[src/rtl/alu_seq.sv]
// alu_seq: sequences one command at a time through an external combinational ALU.
// Operands are held on alu_* for SETTLE cycles, the result is captured, then
// presented on a valid/ready response port. Opcode 3'b111 is rejected with rsp_err.
// Optional feature: define ALU_SEQ_CNT_EN to enable the accepted-command counter
// (cmd_count); when undefined, cmd_count is tied to zero.
module alu_seq #(
  parameter int unsigned SETTLE = 1
) (
  input  logic        clk,
  input  logic        rst_n,
  input  logic        cmd_valid,
  output logic        cmd_ready,
  input  logic [15:0] cmd_a,
  input  logic [15:0] cmd_b,
  input  logic [2:0]  cmd_op,
  output logic [15:0] alu_a,
  output logic [15:0] alu_b,
  output logic [2:0]  alu_op,
  input  logic [15:0] alu_out,
  output logic        rsp_valid,
  input  logic        rsp_ready,
  output logic [15:0] rsp_data,
  output logic [2:0]  rsp_op,
  output logic        rsp_err,
  output logic        busy,
  output logic [15:0] cmd_count
);

  localparam int unsigned DW = 16;
  localparam int unsigned OW = 3;
  localparam int unsigned CW = 4;
  localparam logic [OW-1:0] OP_ILLEGAL = 3'b111;

  typedef enum logic [1:0] {
    IDLE    = 2'd0,
    DRIVE   = 2'd1,
    CAPTURE = 2'd2,
    RESP    = 2'd3
  } state_t;

  state_t        state;
  logic [CW-1:0] settle_cnt;
  logic          accept;

  // cmd_ready is a registered flag that is high exactly when state is IDLE
  assign accept = cmd_valid && cmd_ready;

  // Command sequencer: accept, hold operands, capture result, hand off response
  always_ff @(posedge clk or negedge rst_n) begin
    if (!rst_n) begin
      state      <= IDLE;
      cmd_ready  <= 1'b1;
      busy       <= 1'b0;
      settle_cnt <= '0;
      alu_a      <= '0;
      alu_b      <= '0;
      alu_op     <= '0;
      rsp_valid  <= 1'b0;
      rsp_data   <= '0;
      rsp_op     <= '0;
      rsp_err    <= 1'b0;
    end else begin
      case (state)
        IDLE: begin
          if (accept) begin
            busy      <= 1'b1;
            cmd_ready <= 1'b0;
            if (cmd_op == OP_ILLEGAL) begin
              // Illegal opcode bypasses the ALU entirely; alu_* keep their values
              rsp_valid <= 1'b1;
              rsp_data  <= '0;
              rsp_op    <= cmd_op;
              rsp_err   <= 1'b1;
              state     <= RESP;
            end else begin
              alu_a      <= cmd_a;
              alu_b      <= cmd_b;
              alu_op     <= cmd_op;
              settle_cnt <= CW'(SETTLE - 1);
              state      <= DRIVE;
            end
          end
        end
        DRIVE: begin
          if (settle_cnt == '0) begin
            state <= CAPTURE;
          end else begin
            settle_cnt <= settle_cnt - CW'(1);
          end
        end
        CAPTURE: begin
          rsp_data  <= DW'(alu_out);
          rsp_op    <= alu_op;
          rsp_err   <= 1'b0;
          rsp_valid <= 1'b1;
          state     <= RESP;
        end
        RESP: begin
          if (rsp_ready) begin
            rsp_valid <= 1'b0;
            busy      <= 1'b0;
            cmd_ready <= 1'b1;
            state     <= IDLE;
          end
        end
        default: begin
          state <= IDLE;
        end
      endcase
    end
  end

`ifdef ALU_SEQ_CNT_EN
  logic [DW-1:0] cmd_cnt;

  // Count every accepted command, illegal ones included; wraps naturally
  always_ff @(posedge clk or negedge rst_n) begin
    if (!rst_n) begin
      cmd_cnt <= '0;
    end else if (accept) begin
      cmd_cnt <= cmd_cnt + DW'(1);
    end
  end

  assign cmd_count = cmd_cnt;
`else
  assign cmd_count = '0;
`endif

endmodule

[config.mk]
export PLATFORM = sky130hd
export DESIGN_NAME = alu_seq
export DESIGN_NICKNAME = d
export VERILOG_FILES = /design/src/rtl/alu_seq.sv
export SDC_FILE = /design/constraint.sdc
export NUM_CORES = 1
export LEC_CHECK = 0
export BUFFER_PORTS_ARGS = -buffer_cell sky130_fd_sc_hd__buf_2
export CAP_MARGIN = 10
export CORE_ASPECT_RATIO = 1.4
export CORE_MARGIN = 4
export CORE_UTILIZATION = 47
export CTS_CLUSTER_SIZE = 24
export DETAILED_ROUTE_END_ITERATION = 12
export PLACE_DENSITY = 0.76
export SLEW_MARGIN = 20
export SYNTH_ARGS = -nofsm -noshare
export SYNTH_HDL_FRONTEND = slang
export SYNTH_SLANG_ARGS = --single-unit
[constraint.sdc]
create_clock -name clk -period 1.88 [get_ports clk]
set_input_delay 0 -clock clk [delete_from_list [all_inputs] [get_ports clk]]
set_output_delay 0 -clock clk [all_outputs]
set_load 0.01 [all_outputs]
==> results of run 1 <==
==> layout make-up <==
class	instances	area share, %
Clock buffer	10	3.05
Sequential cell	64	35.6
Antenna cell	1	0.0555
Clock inverter	6	1.50
Inverter	25	2.08
Tap cell	72	2.00
Timing Repair Buffer	178	27.0
Multi-Input combinational cell	141	28.7
==> power groups by stage <==
| stage | Combinational, uW | Sequential [uW] | Clock [uW] |
|---|---|---|---|
| finish | 3310 | 2420 | 1200 |
| global route | 3610 | 2500 | 1300 |
| CTS | 3310 | 2380 | 1230 |
| global placement | 3120 | 2360 | 0 |
| detailed placement | 3180 | 2400 | 0 |
| floorplan | 1850 | 2660 | 0 |
==> path summary, 6_finish.rpt <==
kind / from / endpoint / cells after the start
max: settle_cnt[0]$_DFFE_PN0P_ / state[1]$_DFFE_PN0P_ / 5
min: cmd_valid / rsp_valid$_DFFE_PN0P_ / 4
max reg2reg: settle_cnt[0]$_DFFE_PN0P_ / state[1]$_DFFE_PN0P_ / 5
min reg2reg: alu_a[10]$_DFFE_PN0P_ / alu_a[10]$_DFFE_PN0P_ / 1
min in group asynchronous: rst_n / alu_a[11]$_DFFE_PN0P_ / 3
max in group asynchronous: rst_n / rsp_data[14]$_DFFE_PN0P_ / 3
==> worst max-delay path, stage by stage (launching register included) <==
cell and delay [ns]:
sky130_fd_sc_hd__dfrtp_1 0.38, sky130_fd_sc_hd__inv_1 0.10, sky130_fd_sc_hd__ha_2 0.22, sky130_fd_sc_hd__or3b_4 0.41
sky130_fd_sc_hd__a221oi_4 0.28, sky130_fd_sc_hd__mux2_4 0.32
==> repair_timing <==
item | in CTS | in global routing
setup endpoints to repair | 0 | 5
setup buffers | 0 | 0
gates resized for setup | 0 | 2
endpoints found under the hold margin | 118 | 0
hold buffers | 54 | 0
==> state kept, by name, indices dropped and copies added, names as in the netlist <==
name,count
alu_a,16
alu_b,16
rsp_data,16
settle_cnt,4
alu_op,3
rsp_op,3
state,2
busy,1
cmd_ready,1
rsp_err,1
rsp_valid,1
==> cell families (layout without fill, tap and decap cells) <==
logic type / after synthesis / in the layout / synth area share (%)
buffers and inverters: 51 / 219 / 9.31
adder cells (fa/ha/maj): 6 / 6 / 2.41
multiplexers: 63 / 63 / 25.6
AO/OA/AOI/OAI: 17 / 17 / 4.49
other: 1 / 17 / 0.120
AND/OR/NAND/NOR: 39 / 39 / 6.62
flip-flops: 64 / 64 / 51.4
==> per-layer routing <==
| metal | up-vias | global-route usage, % | wire length [um] |
|---|---|---|---|
| li1 | 1141 | - | - |
| met5 | - | 0 | 0 |
| met3 | 11 | 5.37 | 542 |
| met2 | 105 | 33.4 | 3810 |
| met4 | 0 | 9.72 | 134 |
| met1 | 1117 | 23.5 | 3030 |
==> placed cells by master, fill, tap and decap left out, drive strengths merged, types with 2 or more instances in the layout <==
cell and count:
nor2 5, mux2i 21, mux2 42, and4 2, buf 124, clkinv 2, o211ai 2, nand4 2
dlygate4sd3 54, o21ai 5, ha 6, dfrtp 63, a21oi 2, clkinvlp 2, conb 16, nand2 19
nand3 2, clkbuf 10, inv 26
==> metrics by stage <==
step           power (uW)  hold slack, ns  setup TNS [ns]
2_1_floorplan        4500          -0.296               0
3_3_place_gp         5480          0.0400               0
3_5_place_dp         5580          0.0457               0
4_1_cts              6920           0.118               0
5_1_grt              7410           0.193         -0.0137
6_report             6920           0.132               0
==> Implementation_results.wiki, run 1 <==
{| class="wikitable"
! Metric !! Value
|-
| Finish-stage setup viols || 0
|-
| Later-pin clock latency in the skew report || 0.35 ns
|-
| Crit path capture type || flop
|-
| Worst setup slack before clock tree synthesis || 0.0456 ns
|-
| Startpoint types || flop
|-
| Layout cells sized above 1 || 42.9%
|-
| Proportion of register bits with asynchronous set or reset after synthesis || 100%
|-
| Number of maximum-capacitance violations || 0
|-
| # clock sinks || 64
|-
| Clock network fraction of total power || 17.3%
|-
| Total routing usage reported by global routing || 20.0%
|-
| Required time of the worst setup path || 2.11 ns
|-
| Worst Setup Path Type || reg -> reg
|-
| Share of total power consumed by net switching || 35.5%
|-
| Starting density of the core || 49.2%
|-
| Clock period minus worst slack || 1.82 ns
|-
| Number of global-route vias before repair || 2579
|-
| Cell types with the highest counts after synthesis || sky130_fd_sc_hd__dfrtp_1, sky130_fd_sc_hd__mux2_4, sky130_fd_sc_hd__inv_1, sky130_fd_sc_hd__mux2i_1, sky130_fd_sc_hd__nand2_1
|-
| Vias per cell || 4.78
|-
| Most frequently used cell type in the post-synthesis netlist || sky130_fd_sc_hd__dfrtp_1
|-
| Number of enable-type register cells in the synthesized netlist || 0
|-
| Top flip-flop cell by instance count after synthesis || sky130_fd_sc_hd__dfrtp_1
|-
| Setup ws final || 0.0562 ns
|-
| Tcrit/Tclk final || 97.0%
|-
| Final weighted congestion in routability-driven placement || 0.850
|-
| Standard cell area after detailed placement || 3750 um^2
|-
| Top-area cell type share of the netlist area || 50.6%
|-
| Via Count || 2374
|-
| Area enclosed by the die boundary || 8020 um^2
|-
| Worst EP arrival || 2.05 ns
|-
| Top Ports || 129
|-
| Status || finished clean
|-
| Number of filler cells placed in the layout || 420
|-
| Pin count of the biggest net entering global routing || 36
|-
| HPWL after DPL || 4810 um
|-
| Maximum vdd ir drop || 0.000861 V
|-
| Area taken by flip-flops and latches || 1600 um^2
|-
| Internal Power || 4470 uW
|-
| Clock tree root driver cell || sky130_fd_sc_hd__clkbuf_8
|-
| Register area share after synthesis || 51.4%
|-
| Fraction of power consumed by combinational cells || 47.8%
|-
| Synth Instances || 241
|-
| Total DRC errors in the routed layout || 0
|-
| Post-route ant nets || 0
|-
| Yosys Warn Count || 0
|-
| Number of nets at the end of the flow || 480
|-
| Max Fanout on Critical Path || 5
|-
| Number of unique standard cell types used by synthesis || 40
|-
| Quantity of I/O buffers inserted on ports || 112
|-
| Average size of a mapped cell || 12.9 um^2
|-
| Cts bufs inserted || 9
|-
| Horizontal die dimension || 76.8 um
|-
| Leakage power summed over all cells || 0.00225 uW
|-
| Number of flip-flops and latches in the synthesized netlist || 64
|-
| Rows || 34
|-
| Area of combinational cells with multiple inputs || 1290 um^2
|-
| Routed len/inst || 15.1 um
|-
| Internal reg-to-reg setup slack || 0.06 ns
|-
| Global-route wire length before repair || 12600 um
|-
| Sequential share of power || 34.9%
|-
| Pre-Repair DR Iteration Count || 4
|-
| Number of antenna violations at the first check in global routing || 1
|-
| Unrepaired setup endpoints after global routing || yes
|-
| Power per cell area || 1540 nW/um^2
|-
| Post-route cell area || 4510 um^2
|-
| Number of buffers on the longest clock path || 2
|-
| Final number of hold-violating endpoints || 0
|-
| Max-slew violation count || 0
|-
| Switching power summed over all nets || 2460 uW
|-
| Max Fclk || 0.548 GHz
|-
| Routed wire length || 7510 um
|-
| Number of placed instances, taps included || 426
|-
| Utilization after layout || 71.1%
|-
| Type of the worst min-delay path || in -> reg
|-
| TritonCTS clock tree || built
|-
| Remaining global-route overflow || 0
|-
| Clock-pin slew reported for the worst setup and hold paths after clock tree synthesis || 0.07 ns
|-
| Area delta synth->final || 44.5%
|-
| Initial detailed-routing violation count || 97
|-
| Post-Layout Cell Count || 497
|-
| Placeable core region || 6340 um^2
|-
| Top area cells in the synthesized netlist || sky130_fd_sc_hd__dfrtp_1, sky130_fd_sc_hd__mux2_4, sky130_fd_sc_hd__mux2i_1
|-
| Top cell type by total area after synthesis || sky130_fd_sc_hd__dfrtp_1
|-
| Die Y-Extent || 104 um
|-
| Area of the mapped netlist || 3120 um^2
|-
| Number of H-tree levels || 3
|-
| Worst Skew || 0.00994 ns
|}
Power figures use the tool's default switching activity.
==> run 2: changes to the inputs <==
- ABC_AREA: default -> 1
- PLACE_DENSITY: 0.76 -> 0.77
==> Implementation_results.wiki, run 2 <==
{| class="wikitable"
! Metric !! Value
|-
| Tcrit/Tclk final || 83.8%
|-
| Clock-pin slew reported for the worst setup and hold paths after clock tree synthesis || 0.07 ns
|-
| Worst Skew || 0.00525 ns
|-
| Proportion of register bits with asynchronous set or reset after synthesis || 100%
|-
| Portion of netlist area occupied by mux cells || 0%
|-
| Clock period minus worst slack || 1.57 ns
|-
| Clock tree root driver cell || sky130_fd_sc_hd__clkbuf_8
|-
| Placeable core region || 6250 um^2
|-
| Number of maximum-capacitance violations || 0
|-
| Number of flip-flops and latches in the synthesized netlist || 64
|-
| Register area share after synthesis || 52.8%
|-
| Total routing usage reported by global routing || 18.9%
|-
| Capturing point of the worst reg2reg path || alu_b[14]$_DFFE_PN0P_
|-
| Top-area cell type share of the netlist area || 51.9%
|-
| Internal reg-to-reg setup slack || 0.31 ns
|-
| Number of global-route vias before repair || 2674
|-
| Utilization after layout || 69.8%
|-
| Horizontal die dimension || 75.9 um
|-
| Die Y-Extent || 103 um
|-
| TritonCTS clock tree || built
|-
| Final-layout worst hold slack || 0.142 ns
|-
| Pre-Repair DR Iteration Count || 4
|-
| Most frequently used cell type in the post-synthesis netlist || sky130_fd_sc_hd__nand2_1
|-
| Number of enable-type register cells in the synthesized netlist || 0
|-
| Register-to-Register Path Depth || 6
|-
| Number of antenna violations at the first check in global routing || 0
|-
| Post CTS Setup Buffer Count || 0
|-
| Finish-stage setup viols || 0
|-
| Pin count of the biggest net entering global routing || 65
|-
| Total DRC errors in the routed layout || 0
|-
| Worst Setup Path Type || reg -> reg
|-
| Max-slew violation count || 0
|-
| Number of placed instances, taps included || 512
|-
| Average size of a mapped cell || 8.98 um^2
|-
| Top Ports || 129
|-
| Number of H-tree levels || 3
|-
| Post-Layout Cell Count || 580
|-
| Maximum vdd ir drop || 0.000774 V
|-
| Worst setup slack before clock tree synthesis || 0.336 ns
|-
| Most common cell after layout, fill and taps aside || sky130_fd_sc_hd__buf_2
|-
| Top cell type by total area after synthesis || sky130_fd_sc_hd__dfrtp_1
|-
| Leakage power summed over all cells || 0.00242 uW
|-
| Series of cell instances along the critical path || inv_1 > ha_1 > nand3_2 > buf_12 > nand2_1 > o21ai_1
|-
| Cts bufs inserted || 9
|-
| Starting density of the core || 48.5%
|-
| Routed wire length || 7210 um
|-
| Layout cells sized above 1 || 35.6%
|-
| Setup ws final || 0.305 ns
|-
| Number of buffers on the longest clock path || 2
|-
| Yosys Warn Count || 0
|-
| Post-cts sizing count || 0
|-
| Cell types with the highest counts after synthesis || sky130_fd_sc_hd__nand2_1, sky130_fd_sc_hd__dfrtp_1, sky130_fd_sc_hd__inv_1, sky130_fd_sc_hd__o21ai_1, sky130_fd_sc_hd__nand2_2
|-
| Top area cells in the synthesized netlist || sky130_fd_sc_hd__dfrtp_1, sky130_fd_sc_hd__nand2_1, sky130_fd_sc_hd__inv_1
|-
| Top Family by Delay on Critical Path || flip-flops
|-
| Type of the worst min-delay path || in -> reg
|-
| Initial detailed-routing violation count || 154
|-
| Vias per cell || 4.54
|-
| Top flip-flop cell by instance count after synthesis || sky130_fd_sc_hd__dfrtp_1
|-
| Most frequent cells in the layout || sky130_fd_sc_hd__buf_2, sky130_fd_sc_hd__nand2_1, sky130_fd_sc_hd__dfrtp_1
|-
| Synth Instances || 338
|-
| Worst EP arrival || 1.78 ns
|-
| Startpoint of the most critical register-to-register path || state[0]$_DFFE_PN0P_
|-
| Area of the mapped netlist || 3040 um^2
|-
| Area enclosed by the die boundary || 7830 um^2
|-
| Power per cell area || 1550 nW/um^2
|-
| HPWL after DPL || 4620 um
|-
| Max Fclk || 0.635 GHz
|-
| Status || finished clean
|-
| Count of antenna diodes in the layout || 0
|-
| Worst path slowest cell || sky130_fd_sc_hd__dfrtp_1
|-
| Leading registers by flop count || alu_a: 16 flops, alu_b: 16 flops, rsp_data: 16 flops
|-
| Required time of the worst setup path || 2.09 ns
|-
| Crit path buffers/inverters || 2
|-
| Number of unique standard cell types used by synthesis || 19
|-
| Xor and xnor area share after synthesis || 0%
|-
| Via Count || 2635
|-
| Startpoint of the worst hold path || rsp_ready
|-
| Worst Hold Path Cells || 7
|-
| Quantity of I/O buffers inserted on ports || 112
|-
| Startpoint types || flop
|-
| Number of nets at the end of the flow || 564
|-
| Hold buffer count at cts || 52
|-
| Routed len/inst || 12.4 um
|-
| Max Fanout on Critical Path || 64
|-
| Final weighted congestion in routability-driven placement || 0.740
|-
| Final number of hold-violating endpoints || 0
|-
| Unrepaired setup endpoints after global routing || no
|-
| # clock sinks || 64
|-
| Dominant combinational cell family by area after synthesis || simple AND/OR/NAND/NOR gates
|-
| Fraction of the mapped netlist area in adder cells || 2.47%
|-
| Post-route ant nets || 0
|-
| Setup total negative slack || 0 ns
|-
| Area delta synth->final || 43.8%
|-
| Remaining global-route overflow || 0
|-
| Later-pin clock latency in the skew report || 0.32 ns
|-
| Rows || 34
|-
| Area fraction in compound gates after synthesis || 14.2%
|-
| CP peak stage delay || 0.42 ns
|-
| Global-route wire length before repair || 12200 um
|-
| Crit path capture type || flop
|-
| Post-synthesis simple-gate area fraction || 17.1%
|-
| Min-Delay Endpoint || cmd_ready$_DFFE_PN1P_
|}
run 2: cell count changes after synthesis, moves of 6 or more:
| cell | before | now |
|---|---|---|
| sky130_fd_sc_hd__mux2_4 | 31 | 0 |
| sky130_fd_sc_hd__mux2i_1 | 21 | 0 |
| sky130_fd_sc_hd__mux2_1 | 8 | 0 |
| sky130_fd_sc_hd__buf_2 | 4 | 10 |
| sky130_fd_sc_hd__inv_1 | 25 | 50 |
| sky130_fd_sc_hd__o21ai_2 | 0 | 21 |
| sky130_fd_sc_hd__o21ai_1 | 1 | 35 |
| sky130_fd_sc_hd__nand2_2 | 0 | 23 |
| sky130_fd_sc_hd__nand2_1 | 19 | 76 |
run 2: tightest hold or removal path: stages:
cell	delay, ns
sky130_fd_sc_hd__buf_2	0.10
sky130_fd_sc_hd__inv_1	0.04
sky130_fd_sc_hd__nand2_1	0.05
sky130_fd_sc_hd__o21ai_0	0.07
sky130_fd_sc_hd__a21oi_1	0.07
sky130_fd_sc_hd__nand2_1	0.05
sky130_fd_sc_hd__o21ai_0	0.07
run 2: cell type report:
cell class              instances  area (um^2)
repair buffers                169         1140
well taps                      72         90.1
multi-input cells             209         1090
inverters                      50          188
clock buffers                  11          151
clock inverters                 5          103
flip-flops and latches         64         1600
fillers                       473         1890
run 2: how the worst max path moves through the flow:
| stage | from | to | depth (start not counted) |
|---|---|---|---|
| after floorplan | state[0]$_DFFE_PN0P_ | rsp_op[0]$_DFFE_PN0P_ | 9 |
| after detailed placement | state[0]$_DFFE_PN0P_ | alu_b[6]$_DFFE_PN0P_ | 6 |
| after global routing | state[1]$_DFFE_PN0P_ | alu_b[14]$_DFFE_PN0P_ | 6 |
| final | state[0]$_DFFE_PN0P_ | alu_b[14]$_DFFE_PN0P_ | 6 |
| after CTS | state[0]$_DFFE_PN0P_ | alu_b[6]$_DFFE_PN0P_ | 6 |
| after global placement | state[0]$_DFFE_PN0P_ | alu_b[15]$_DFFE_PN0P_ | 6 |
run 2: cell families after synthesis:
logic type	after synthesis
adders and majority gates	6
buffers and inverters	80
and+or+nand+nor	117
AOI/OAI and AO/OA	70
DFF	64
other	1
run 2: where the power goes:
part           internal, uW  switching [uW]  total, uW
registers              2030             410       2440
clock network           951             507       1460
logic                  1190            1690       2880
run 2: stage by stage:
step | area (um^2) | power (uW)
floorplan | 3090 | 4300
global placement | 3590 | 5140
detailed placement | 3590 | 5240
CTS | 4360 | 6820
global route | 4360 | 7310
finish | 4360 | 6770
run 2: layer usage:
layer / routed length (um) / global-route usage [%] / vias to the layer above
met4: 154 / 7.95 / 0
met3: 472 / 4.72 / 15
met5: 0 / 0 / -
li1: - / - / 1339
met2: 3650 / 32.1 / 105
met1: 2930 / 23.1 / 1176
==> run 3: changes to the inputs <==
- clock period: 1.88 -> 1.5 ns (I/O delays scaled with it)
==> Implementation_results.wiki, run 3 (same netlist as run 2, synthesis figures left out) <==
{| class="wikitable"
! Metric !! Value
|-
| Placeable core region || 6250 um^2
|-
| Area delta synth->final || 48.5%
|-
| Type of the worst min-delay path || in -> reg
|-
| Quantity of I/O buffers inserted on ports || 112
|-
| Most frequent cells in the layout || sky130_fd_sc_hd__buf_2, sky130_fd_sc_hd__nand2_1, sky130_fd_sc_hd__dfrtp_1
|-
| Leading registers by flop count || alu_a: 16 flops, alu_b: 16 flops, rsp_data: 16 flops
|-
| Status || finished clean
|-
| TritonCTS clock tree || built
|-
| Power per cell area || 1910 nW/um^2
|-
| Post-route ant nets || 0
|-
| Setup ws final || 0.0607 ns
|-
| Post CTS Setup Buffer Count || 0
|-
| Die Y-Extent || 103 um
|-
| Top Ports || 129
|-
| Horizontal die dimension || 75.9 um
|-
| Max-slew violation count || 0
|-
| # clock sinks || 64
|-
| Number of global-route vias before repair || 2683
|-
| Via Count || 2700
|-
| Total routing usage reported by global routing || 19.5%
|-
| Area enclosed by the die boundary || 7830 um^2
|-
| Required time of the worst setup path || 1.72 ns
|-
| Final number of hold-violating endpoints || 0
|-
| Number of nets at the end of the flow || 571
|-
| Number of filler cells placed in the layout || 476
|-
| Worst Skew || 0.00753 ns
|-
| Vias per cell || 4.61
|-
| Worst setup slack before clock tree synthesis || -0.00168 ns
|-
| Number of H-tree levels || 3
|-
| Number of maximum-capacitance violations || 0
|-
| Layout cells sized above 1 || 39.1%
|-
| Standard cell area after detailed placement || 3640 um^2
|-
| Leakage power summed over all cells || 0.00246 uW
|-
| Finish-stage setup viols || 0
|-
| HPWL after DPL || 4480 um
|-
| Internal reg-to-reg setup slack || 0.06 ns
|-
| Post-Layout Cell Count || 586
|-
| Number of buffers on the longest clock path || 2
|-
| Later-pin clock latency in the skew report || 0.33 ns
|-
| Pre-Repair DR Iteration Count || 4
|-
| Initial detailed-routing violation count || 82
|-
| Global-route wire length before repair || 12400 um
|-
| Post-route cell area || 4510 um^2
|-
| Startpoint types || flop
|-
| Final weighted congestion in routability-driven placement || 0.750
|-
| Rows || 34
|-
| Maximum vdd ir drop || 0.000908 V
|-
| Max Fclk || 0.695 GHz
|-
| Remaining global-route overflow || 0
|-
| Count of antenna diodes in the layout || 0
|-
| Starting density of the core || 48.5%
|-
| Routed wire length || 7700 um
|-
| Clock-pin slew reported for the worst setup and hold paths after clock tree synthesis || 0.06 ns
|-
| Clock tree root driver cell || sky130_fd_sc_hd__clkbuf_8
|-
| Worst Setup Path Type || reg -> reg
|-
| Crit path capture type || flop
|-
| Tcrit/Tclk final || 96.0%
|-
| Worst EP arrival || 1.66 ns
|-
| Number of placed instances, taps included || 515
|-
| Pin count of the biggest net entering global routing || 65
|-
| Most common cell after layout, fill and taps aside || sky130_fd_sc_hd__buf_2
|-
| Max Fanout on Critical Path || 7
|-
| Cts bufs inserted || 9
|-
| Utilization after layout || 72.1%
|-
| Routed len/inst || 13.1 um
|-
| Number of antenna violations at the first check in global routing || 0
|-
| Clock period minus worst slack || 1.44 ns
|-
| Total DRC errors in the routed layout || 0
|}
==> run 3: changes by cell type in the layout (fill, tap and decap cells not counted), moves of 3 or more <==
cell | previous run | this run
sky130_fd_sc_hd__buf_12 | 2 | 5
sky130_fd_sc_hd__inv_1 | 50 | 46
sky130_fd_sc_hd__o21ai_0 | 7 | 4
sky130_fd_sc_hd__ha_1 | 6 | 1
sky130_fd_sc_hd__bufinv_16 | 3 | 0
sky130_fd_sc_hd__clkbuf_16 | 0 | 3
sky130_fd_sc_hd__ha_2 | 0 | 3
==> run 3: cell type report <==
class	instances	area [um^2]	share of cell area (%)
inverter	50	193	4.28
multi-input combinational	209	1160	25.7
clock buffer	12	155	3.44
tap	72	90.1	2.00
clock inverter	3	17.5	0.389
timing repair buffer	176	1290	28.6
sequential	64	1600	35.6
==> run 3: through the flow <==
stage / power, uW / hold slack, ns / setup TNS (ns)
floorplan: 5390 / -0.296 / 0
global placement: 6540 / 0.0394 / 0
detailed placement: 6670 / 0.0395 / -0.00168
CTS: 8120 / 0.147 / 0
global route: 9280 / 0.191 / -0.00765
finish: 8610 / 0.161 / 0
==> run 3: path summary, 6_finish.rpt <==
check,startpoint,cells past startpoint,end
max in group asynchronous,rst_n,3,cmd_ready$_DFFE_PN1P_
max reg2reg,state[1]$_DFFE_PN0P_,8,rsp_data[5]$_DFFE_PN0P_
min reg2reg,alu_b[5]$_DFFE_PN0P_,2,alu_b[5]$_DFFE_PN0P_
max,state[1]$_DFFE_PN0P_,8,rsp_data[5]$_DFFE_PN0P_
min in group asynchronous,rst_n,3,settle_cnt[1]$_DFFE_PN0P_
min,cmd_valid,5,cmd_ready$_DFFE_PN1P_
==> run 3: report_power, final <==
part	switching, uW	internal (uW)
logic	2340	1890
clock network	615	675
registers	538	2550
total	3500	5110
==> run 3: layer usage <==
metal	GRT usage, %	vias to the layer above	part of all wire (%)
li1	-	1354	-
met1	22.1	1233	39
met2	34.0	97	52
met3	6.73	16	6.9
met4	7.26	0	2.2
met5	0	-	0
==> run 3: worst max-delay path, stage by stage, from the launching register on <==
cell,delay (ns)
sky130_fd_sc_hd__dfrtp_2,0.45
sky130_fd_sc_hd__inv_4,0.09
sky130_fd_sc_hd__ha_4,0.16
sky130_fd_sc_hd__inv_4,0.05
sky130_fd_sc_hd__o21ai_4,0.14
sky130_fd_sc_hd__nand2_4,0.14
sky130_fd_sc_hd__clkbuf_16,0.20
sky130_fd_sc_hd__nand2_2,0.06
sky130_fd_sc_hd__o21ai_2,0.05
==> run 3: what timing repair did <==
item / in CTS / in global routing
hold endpoints to repair: 115 / 0
resized for setup: 1 / 28
pin swaps: 0 / 7
setup endpoints to repair: 1 / 28
gates cloned: 0 / 4
hold buffers: 52 / 0
